## src/rtl/icache.sv

```systemverilog
// Direct-mapped, read-only instruction cache with one-word frames.
// A hit answers in the same cycle. A miss latches the word address and
// moves to FETCH. FETCH holds the memory request until iwait drops, fills
// the frame and then returns to IDLE. A fill always runs to completion;
// only reset abandons it.
module icache #(
  parameter int NSETS = 16
) (
  input  logic        CLK,
  input  logic        nRST,
  input  logic        imemREN,
  input  logic [31:0] imemaddr,
  output logic        ihit,
  output logic [31:0] imemload,
  output logic        iREN,
  output logic [31:0] iaddr,
  input  logic        iwait,
  input  logic [31:0] iload
);

  localparam int IW = $clog2(NSETS);
  localparam int TW = 30 - IW;

  typedef enum logic {
    IDLE  = 1'b0,
    FETCH = 1'b1
  } state_t;

  state_t            state_r;
  logic [NSETS-1:0]  valid_r;
  logic [TW-1:0]     tag_r  [NSETS];
  logic [31:0]       data_r [NSETS];
  logic [31:0]       miss_addr_r;

  logic [IW-1:0]     idx_s;
  logic [TW-1:0]     tag_s;
  logic [IW-1:0]     miss_idx_s;
  logic [TW-1:0]     miss_tag_s;
  logic              hit_s;
  logic              fill_s;
  logic              unused_s;

  assign idx_s      = imemaddr[IW+1:2];
  assign tag_s      = imemaddr[31:IW+2];
  assign miss_idx_s = miss_addr_r[IW+1:2];
  assign miss_tag_s = miss_addr_r[31:IW+2];
  assign fill_s     = (state_r == FETCH) && !iwait;
  // The byte offset is irrelevant for word-aligned fetches.
  assign unused_s   = ^imemaddr[1:0];

  // Hit detection and the datapath/memory-side outputs.
  always_comb begin
    hit_s    = 1'b0;
    imemload = 32'd0;
    iREN     = 1'b0;
    iaddr    = 32'd0;
    if ((state_r == IDLE) && imemREN && valid_r[idx_s] && (tag_r[idx_s] == tag_s)) begin
      hit_s    = 1'b1;
      imemload = data_r[idx_s];
    end else begin
      hit_s    = 1'b0;
      imemload = 32'd0;
    end
    if (state_r == FETCH) begin
      iREN  = 1'b1;
      iaddr = miss_addr_r;
    end else begin
      iREN  = 1'b0;
      iaddr = 32'd0;
    end
  end

  assign ihit = hit_s;

  // Controller state, valid bits and the miss-address register.
  always_ff @(posedge CLK or negedge nRST) begin
    if (!nRST) begin
      state_r     <= IDLE;
      valid_r     <= '0;
      miss_addr_r <= 32'd0;
    end else begin
      case (state_r)
        IDLE: begin
          if (imemREN && !hit_s) begin
            miss_addr_r <= {imemaddr[31:2], 2'b00};
            state_r     <= FETCH;
          end
        end
        FETCH: begin
          if (!iwait) begin
            valid_r[miss_idx_s] <= 1'b1;
            state_r             <= IDLE;
          end
        end
        default: state_r <= IDLE;
      endcase
    end
  end

  // Tag and data storage; the valid bits mask stale contents after reset.
  always_ff @(posedge CLK) begin
    if (fill_s) begin
      tag_r[miss_idx_s]  <= miss_tag_s;
      data_r[miss_idx_s] <= iload;
    end
  end

endmodule

```

## config.mk

```make
export PLATFORM = sky130hd
export DESIGN_NAME = icache
export DESIGN_NICKNAME = d
export VERILOG_FILES = /design/src/rtl/icache.sv
export SDC_FILE = /design/constraint.sdc
export NUM_CORES = 1
export LEC_CHECK = 0
export BUFFER_PORTS_ARGS = -buffer_cell sky130_fd_sc_hd__buf_2
export CAP_MARGIN = 10
export CORE_UTILIZATION = 60
export DETAILED_ROUTE_END_ITERATION = 12
export GPL_ROUTABILITY_DRIVEN = 0
export PLACE_DENSITY_LB_ADDON = 0.1
export SKIP_CTS_REPAIR_TIMING = 1
export SLEW_MARGIN = 20
export SYNTH_ARGS = -nofsm -noshare
export SYNTH_HDL_FRONTEND = slang
export SYNTH_SLANG_ARGS = --single-unit
```

## constraint.sdc

```tcl
create_clock -name CLK -period 8 [get_ports CLK]
set_input_delay 2.4 -clock CLK [delete_from_list [all_inputs] [get_ports CLK]]
set_output_delay 2.4 -clock CLK [all_outputs]
set_load 0.05 [all_outputs]
```

==> key figures, run 1 <==
Floorplan
  • Area of the core: 62200 um2
  • Row cnt: 91
  • Die area: 64400 um2
  • Number of top-level pins: 134
  • Starting density of the core: 0.612
  • X dimension of the die: 254 um
  • Die boundary height: 254 um

Synth
  • Post-synthesis share of cell area spent on full adders, half adders and majority gates: 0
  • Fraction of synthesized cell area in xor and xnor cells: 0.00622
  • Mux contribution to synthesized area: 0.179
  • Yosys cell types: 56
  • Gate count of the mapped netlist: 1677
  • Synthesized area per cell: 22.7 um2
  • Post-synthesis share of cell area spent on and, or, nand and nor gates: 0.0267
  • Number of synthesis warnings: 0
  • Main combinational cell family by area after synthesis: multiplexers
  • Post-synth EDFFs: 928
  • Post-synthesis sequential area ratio: 0.764
  • Total of flip-flops plus latches after synthesis: 975
  • Complex-gate fraction of the synthesized area: 0.0119
  • Async S/R FF share, synth: 0.0482
  • Most frequently used flop master after synthesis: sky130_fd_sc_hd__edfxtp_1
  • Cell area after synthesis: 38000 um2

Critical path
  • Register-to-register setup slack: 4.20 ns
  • Worst setup SP type: primary input
  • Critical Path RT: 5.60 ns
  • Worst Reg-to-Reg Cells: 5
  • Crit path from: imemaddr[2]
  • Kind of capture point of the worst setup path: primary output
  • Crit path DAT: 5.65 ns
  • Terminus of the critical flop-to-flop path: tag_r[9][18]$_DFFE_PP_
  • Reg2Reg Launch Point: state_r$_DFF_PN0_
  • Crit Path Max Fanout: 8
  • Setup CP Type: in2out

Route
  • Wirelength, routed: 86.6 mm
  • DR WL/cell: 29.9 um
  • First-pass iteration count of the detailed router: 9
  • Via Count: 18.3k
  • Post-route DRC violation count: 0
  • First DRT Iteration DRCs: 1762
  • Remaining number of nets flagged by the antenna check after routing: 0
  • Vias per cell: 6.32

Global routing
  • Antenna violations before repair: 6
  • All-Layer GR Usage: 0.269
  • Overflow left after global routing: 0
  • Largest net degree at the start of global routing: 79
  • Via count of the first global-routing pass: 18.6k
  • Global-route wire length before repair: 122 mm

Finish
  • Antenna diodes: 0
  • Share of cells above drive strength 1: 0.388
  • Area growth from synthesis to layout: 17.4%
  • Fraction of the core area covered by cells at the end of the flow: 0.719
  • Number of fill cells in the layout: 3607
  • Final #Nets: 2055

Min path
  • End point of the most critical hold path: valid_r[12]$_DFFE_PN0P_
  • Worst hold path class: reg2reg
  • Start point of the worst hold path: valid_r[12]$_DFFE_PN0P_
  • Worst Hold Path Cells: 1

STA
  • Final Skew: 0.0243 ns
  • Crit share post-route: 1.01
  • Worst setup slack after layout: -0.0534 ns
  • Worst slew pin tran: 1.03 ns
  • Tightest slew margin relative to the limit: 0.316
  • Max-slew violation total from the final report: 0
  • Worst hold slack across all endpoints: 0.469 ns
  • Setup repair after global routing missed its margin: true
  • Time the worst path needs with I/O delays and setup: 8.05 ns
  • Final setup fails: 27
  • Fin. Hold Viols: 0
  • Maximum achievable frequency: 124 MHz

Power and ir drop
  • Power consumption: 11.3 mW
  • Power per cell area: 253 nW/um2
  • Switch Pwr: 2.53 mW
  • Internal: 8.80 mW
  • Leakage dissipation: 15.0 nW
  • Net Sw Frac: 0.223
  • Worst supply voltage drop on vdd: 0.203 mV
  • Flop pwr share: 0.538
  • Share of power burned in the clock network: 0.378
  • Combinational Power Share: 0.084

Place
  • HPWL after detailed placement: 45.3 mm
  • Number of I/O port buffers: 129
  • Pre-CTS setup slack: -0.541 ns

Clock tree
  • Number of CTS-inserted buffers: 94
  • TritonCTS Sinks: 975
  • Clock latency on the worst-skew pair: 0.64 ns
  • CTS tree: yes
  • Root buf cell: sky130_fd_sc_hd__clkbuf_16
  • Max Buffers Root-to-Sink: 3
  • Maximum level of the CTS H-tree: 3
  • Clock input transition at the sequential cells of the worst setup and hold paths: 0.07 ns

Status
  • Run status: finished with violations
  • Violated checks: setup timing

Run
  • MaxCap Viol Count: 0
-- per-stage QoR --
stage / instance area [um2] / setup TNS (ns) / std cells
2_1_floorplan: 38000 / -6.55 / 1678
3_3_place_gp: 40500 / -16.96 / 2690
3_5_place_dp: 40500 / -15.52 / 2690
4_1_cts: 43500 / -15.71 / 2859
5_1_grt: 44700 / -1.68 / 2897
6_report: 44700 / -0.676 / 2897
-- layout by cell type, fill, tap and decap left out, types with 8 or more instances in the layout --
cell	count
sky130_fd_sc_hd__buf_6	30
sky130_fd_sc_hd__nor2_1	13
sky130_fd_sc_hd__nor2_4	13
sky130_fd_sc_hd__buf_2	92
sky130_fd_sc_hd__a22o_1	8
sky130_fd_sc_hd__or2_2	17
sky130_fd_sc_hd__mux4_2	244
sky130_fd_sc_hd__nor3_1	8
sky130_fd_sc_hd__edfxtp_1	928
sky130_fd_sc_hd__a21oi_1	12
sky130_fd_sc_hd__nand2_1	12
sky130_fd_sc_hd__dfrtp_1	47
sky130_fd_sc_hd__clkinv_1	18
sky130_fd_sc_hd__mux2_4	29
sky130_fd_sc_hd__and2_1	30
sky130_fd_sc_hd__clkinv_2	16
sky130_fd_sc_hd__clkbuf_1	21
sky130_fd_sc_hd__buf_4	138
sky130_fd_sc_hd__buf_12	14
sky130_fd_sc_hd__mux4_1	8
sky130_fd_sc_hd__mux2i_1	57
sky130_fd_sc_hd__nor2b_1	10
sky130_fd_sc_hd__nor2b_4	26
sky130_fd_sc_hd__xnor2_1	16
sky130_fd_sc_hd__clkbuf_16	105
-- cell usage after synthesis, drive strengths merged, types with 4 or more instances --
cell type | count | area [um2]
nor3 | 13 | 65.1
mux2 | 34 | 492
edfxtp | 928 | 27900
nand3b | 4 | 30.0
xor2 | 10 | 87.6
or2 | 17 | 106
a22o | 8 | 70.1
nor4b | 5 | 56.3
a21oi | 13 | 65.1
xnor2 | 17 | 149
mux2i | 59 | 591
nor2b | 41 | 257
o22ai | 6 | 37.5
mux4 | 252 | 5710
nand2b | 5 | 31.3
or3 | 4 | 25.0
inv | 6 | 22.5
and2 | 30 | 188
nor2 | 26 | 97.6
o21ai | 8 | 40.0
buf | 54 | 353
dfrtp | 47 | 1180
clkbuf | 32 | 120
a22oi | 10 | 75.1
nand2 | 13 | 48.8
-- power by group through the flow --
stage / registers (mW) / logic [mW] / clock network (mW)
after floorplan: 6.13 / 0.594 / 0
after global placement: 6.17 / 0.890 / 0
after detailed placement: 6.20 / 0.902 / 0
after CTS: 6.10 / 0.905 / 4.34
after global routing: 6.12 / 1.00 / 4.51
final: 6.10 / 0.951 / 4.28
-- per-layer routing --
layer / routed length, um / GRT usage / share of wire / vias to the layer above
met5: 90 / 0 / 0.0010 / -
met2: 43700 / 0.443 / 0.51 / 719
li1: - / - / - / 7640
met1: 35100 / 0.381 / 0.41 / 9815
met3: 5850 / 0.0454 / 0.068 / 135
met4: 1790 / 0.0657 / 0.021 / 12
-- critical path, cell delays in order --
cell and delay [ns]:
sky130_fd_sc_hd__buf_16 0.13, sky130_fd_sc_hd__buf_12 0.14, sky130_fd_sc_hd__buf_4 0.15, sky130_fd_sc_hd__mux4_2 0.49
sky130_fd_sc_hd__mux2i_1 0.17, sky130_fd_sc_hd__nor2_1 0.05, sky130_fd_sc_hd__a21oi_1 0.29, sky130_fd_sc_hd__xor2_2 0.33
sky130_fd_sc_hd__nand3_4 0.17, sky130_fd_sc_hd__or4_4 0.75, sky130_fd_sc_hd__clkbuf_16 0.26, sky130_fd_sc_hd__nor2b_4 0.12
sky130_fd_sc_hd__buf_6 0.16
-- cell families (layout without fill, tap and decap cells) --
kind of cell | count (synthesis) | after routing
flip-flops | 975 | 975
AND/OR/NAND/NOR | 173 | 174
multiplexers | 345 | 345
XOR/XNOR | 27 | 27
AO/OA/AOI/OAI | 64 | 64
other | 1 | 2
buffers and inverters | 92 | 473
-- worst max-delay path by stage --
stage | depth (start not counted) | endpoint | slack [ns]
3_5_place_dp | 13 | imemload[5] | -0.54
6_report | 13 | imemload[9] | -0.05
3_3_place_gp | 13 | imemload[17] | -0.58
2_1_floorplan | 13 | imemload[10] | -0.22
4_1_cts | 13 | imemload[5] | -0.55
5_1_grt | 15 | imemload[9] | -0.09
-- flip-flops by register name, indices dropped and copies added, names as in the netlist --
name,cells
data_r,512
tag_r,416
miss_addr_r,30
valid_r,16
state_r,1
-- final cells by class --
cell class              count  area (um2)  area share
inverters                   6        23.8    0.000532
flip-flops and latches    975       29000       0.650
clock buffers             123        2560      0.0574
clock inverters            46         410     0.00919
multi-input cells         612        9000       0.201
repair buffers            298        2580      0.0579
well taps                 837        1050      0.0234
(Power assumes the default switching activity.)
==> run 2, diff against run 1 <==
--- a/config.mk
+++ b/config.mk
@@ -5,9 +5,9 @@
 export SDC_FILE = /design/constraint.sdc
 export NUM_CORES = 1
 export LEC_CHECK = 0
-export BUFFER_PORTS_ARGS = -buffer_cell sky130_fd_sc_hd__buf_2
+export BUFFER_PORTS_ARGS = -buffer_cell sky130_fd_sc_hd__buf_4
 export CAP_MARGIN = 10
-export CORE_UTILIZATION = 60
+export CORE_UTILIZATION = 35
 export DETAILED_ROUTE_END_ITERATION = 12
 export GPL_ROUTABILITY_DRIVEN = 0
 export PLACE_DENSITY_LB_ADDON = 0.1
==> key figures, run 2 (synthesized netlist as in run 1, its figures left out) <==
Min path
  • End point of the most critical hold path: valid_r[6]$_DFFE_PN0P_
  • Worst hold path class: reg2reg
  • Start point of the worst hold path: valid_r[6]$_DFFE_PN0P_
  • Worst Hold Path Cells: 1 (unchanged)

Clock tree
  • Max Buffers Root-to-Sink: 3 (unchanged)
  • TritonCTS Sinks: 975 (unchanged)
  • Root buf cell: sky130_fd_sc_hd__clkbuf_16
  • Maximum level of the CTS H-tree: 3 (unchanged)
  • Clock latency on the worst-skew pair: 0.67 ns (+0.03 ns)
  • Clock input transition at the sequential cells of the worst setup and hold paths: 0.05 ns (-0.02 ns)
  • Number of CTS-inserted buffers: 106 (+13%)
  • CTS tree: yes

STA
  • Maximum achievable frequency: 124 MHz (-0.46%)
  • Worst setup slack after layout: -0.0906 ns (-0.0372 ns)
  • Setup TNS: -2.03 ns (-1.35 ns)
  • Crit share post-route: 1.01 (+0.00465)
  • Final Skew: 0.0175 ns (-0.00677 ns)
  • Max-slew violation total from the final report: 0 (unchanged)
  • Worst slew pin tran: 1.15 ns (+0.120 ns)
  • Time the worst path needs with I/O delays and setup: 8.09 ns (+0.0372 ns)
  • Fin. Hold Viols: 0 (unchanged)
  • Tightest slew margin relative to the limit: 0.235 (-0.0815)
  • Setup repair after global routing missed its margin: true
  • Final setup fails: 32 (+19%)

Finish
  • Area taken by multi-input logic gates: 8870 um2 (-1.4%)
  • Sequential cell area: 29000 um2 (unchanged)
  • Area growth from synthesis to layout: 20.1%
  • Final #Nets: 2038 (-0.83%)
  • Largest register by flop count: data_r
  • Commonest non-fill, non-tap cells in the layout: 928 x sky130_fd_sc_hd__edfxtp_1, 244 x sky130_fd_sc_hd__mux4_2, 201 x sky130_fd_sc_hd__buf_4
  • Final instance area: 45700 um2 (+2.2%)
  • Fraction of the core area covered by cells at the end of the flow: 0.425 (-0.293)
  • Share of cells above drive strength 1: 0.386 (-0.00198)
  • Number of fill cells in the layout: 9322 (+160%)
  • Commonest non-fill, non-tap cell in the layout: sky130_fd_sc_hd__edfxtp_1
  • Biggest regs: data_r x512, tag_r x416, miss_addr_r x30
  • Max reg flops: 512 (unchanged)

Route
  • Wirelength, routed: 99.1 mm (+14%)
  • First-pass iteration count of the detailed router: 5 (-4)
  • Remaining number of nets flagged by the antenna check after routing: 0 (unchanged)
  • Via Count: 18.2k (-0.92%)
  • First DRT Iteration DRCs: 1229 (-30%)
  • Post-route DRC violation count: 0 (unchanged)
  • DR WL/cell: 28.6 um (-4.2%)
  • Vias per cell: 5.25 (-17%)

Global routing
  • Global-route wire length before repair: 141 mm (+15%)
  • All-Layer GR Usage: 0.179 (-0.0899)
  • Antenna violations before repair: 6 (unchanged)
  • Overflow left after global routing: 0 (unchanged)
  • Via count of the first global-routing pass: 19.3k (+4.0%)
  • Largest net degree at the start of global routing: 55 (-30%)

Floorplan
  • X dimension of the die: 332 um (+31%)
  • Number of top-level pins: 134 (unchanged)
  • Die boundary height: 332 um (+31%)
  • Die area: 110000 um2 (+71%)
  • Starting density of the core: 0.354 (-0.258)
  • Row cnt: 120 (+32%)
  • Area of the core: 107000 um2 (+73%)

Run
  • MaxCap Viol Count: 0 (unchanged)

Critical path
  • Setup CP Type: in2out
  • Worst Reg-to-Reg Cells: 6 (+1)
  • Terminus of the critical flop-to-flop path: tag_r[5][22]$_DFFE_PP_
  • Kind of capture point of the worst setup path: primary output
  • Reg2Reg Launch Point: state_r$_DFF_PN0_
  • Worst setup SP type: primary input
  • Crit Path Max Fanout: 18 (+10)
  • Critical Path RT: 5.60 ns (about the same)
  • Crit path DAT: 5.69 ns (+0.04 ns)
  • Register-to-register setup slack: 4.20 ns (about the same)

Power and ir drop
  • Power consumption: 11.9 mW (+4.7%)
  • Worst supply voltage drop on vdd: 0.207 mV (+2.2%)
  • Power per cell area: 260 nW/um2 (+2.4%)
  • Leakage dissipation: 15.0 nW (+0.29%)

Status
  • Run status: finished with violations
  • Violated checks: setup timing

Place
  • Number of I/O port buffers: 129 (unchanged)
  • Total cell area at the placement stage: 41700 um2 (+2.9%)
  • HPWL after detailed placement: 53.1 mm (+17%)
[run 2: changes by cell type in the layout (fill, tap and decap cells not counted), moves of 7 or more]
| cell | delta |
|---|---|
| sky130_fd_sc_hd__buf_4 | +63 |
| sky130_fd_sc_hd__nor2b_4 | -23 |
| sky130_fd_sc_hd__buf_2 | -92 |
| sky130_fd_sc_hd__buf_6 | +7 |
| sky130_fd_sc_hd__nor2b_2 | +20 |
| sky130_fd_sc_hd__buf_12 | +8 |
[run 2: per-layer routing]
layer,track usage,routed length (um),vias up
met5,0,53,-
met4,0.0417,2010,8
met3,0.0305,3840,144
met2,0.287,47400,371
met1,0.255,45800,9997
li1,-,-,7632
[run 2: worst max-delay path: stages]
cell and delay, ns:
sky130_fd_sc_hd__buf_16 0.18, sky130_fd_sc_hd__buf_4 0.16, sky130_fd_sc_hd__buf_4 0.19, sky130_fd_sc_hd__mux2_2 0.36
sky130_fd_sc_hd__a22oi_1 0.22, sky130_fd_sc_hd__a21oi_1 0.12, sky130_fd_sc_hd__nor4b_2 0.46, sky130_fd_sc_hd__buf_4 0.19
sky130_fd_sc_hd__o21a_1 0.14, sky130_fd_sc_hd__nand3_1 0.08, sky130_fd_sc_hd__or4_4 0.47, sky130_fd_sc_hd__buf_12 0.20
sky130_fd_sc_hd__buf_12 0.16, sky130_fd_sc_hd__nor2b_1 0.14, sky130_fd_sc_hd__buf_6 0.18
[run 2: layout make-up]
class                      instances  share of cell area
antenna                            2            0.000110
clock inverter                    54              0.0109
clock buffer                     139              0.0630
timing repair buffer             270              0.0568
multi-input combinational        611               0.194
tap                             1403              0.0384
inverter                           6            0.000521
sequential                       975               0.636
[run 2: worst max path at each step]
| stage | from | endpoint | cells after the start | slack, ns |
|---|---|---|---|---|
| 6_report | imemaddr[3] | imemload[21] | 15 | -0.09 |
| 2_1_floorplan | imemaddr[4] | imemload[10] | 13 | -0.22 |
| 4_1_cts | imemaddr[3] | imemload[0] | 15 | -0.46 |
| 3_3_place_gp | imemaddr[3] | imemload[27] | 15 | -0.48 |
| 3_5_place_dp | imemaddr[3] | imemload[26] | 15 | -0.45 |
| 5_1_grt | imemaddr[3] | imemload[13] | 15 | -0.15 |
[run 2: where the power goes]
part | switching [mW] | leakage, nW | internal [mW]
logic | 0.548 | 4.48 | 0.434
clock network | 1.97 | 1.66 | 2.81
registers | 0.196 | 8.90 | 5.90
total | 2.71 | 15.0 | 9.14
[run 2: stage by stage]
stage / cells / setup WS (ns) / hold WS (ns)
2_1_floorplan: 1678 / -0.225 / 0.434
3_3_place_gp: 3256 / -0.482 / 0.446
3_5_place_dp: 3257 / -0.445 / 0.448
4_1_cts: 3450 / -0.458 / 0.461
5_1_grt: 3458 / -0.147 / 0.466
6_report: 3460 / -0.0906 / 0.460
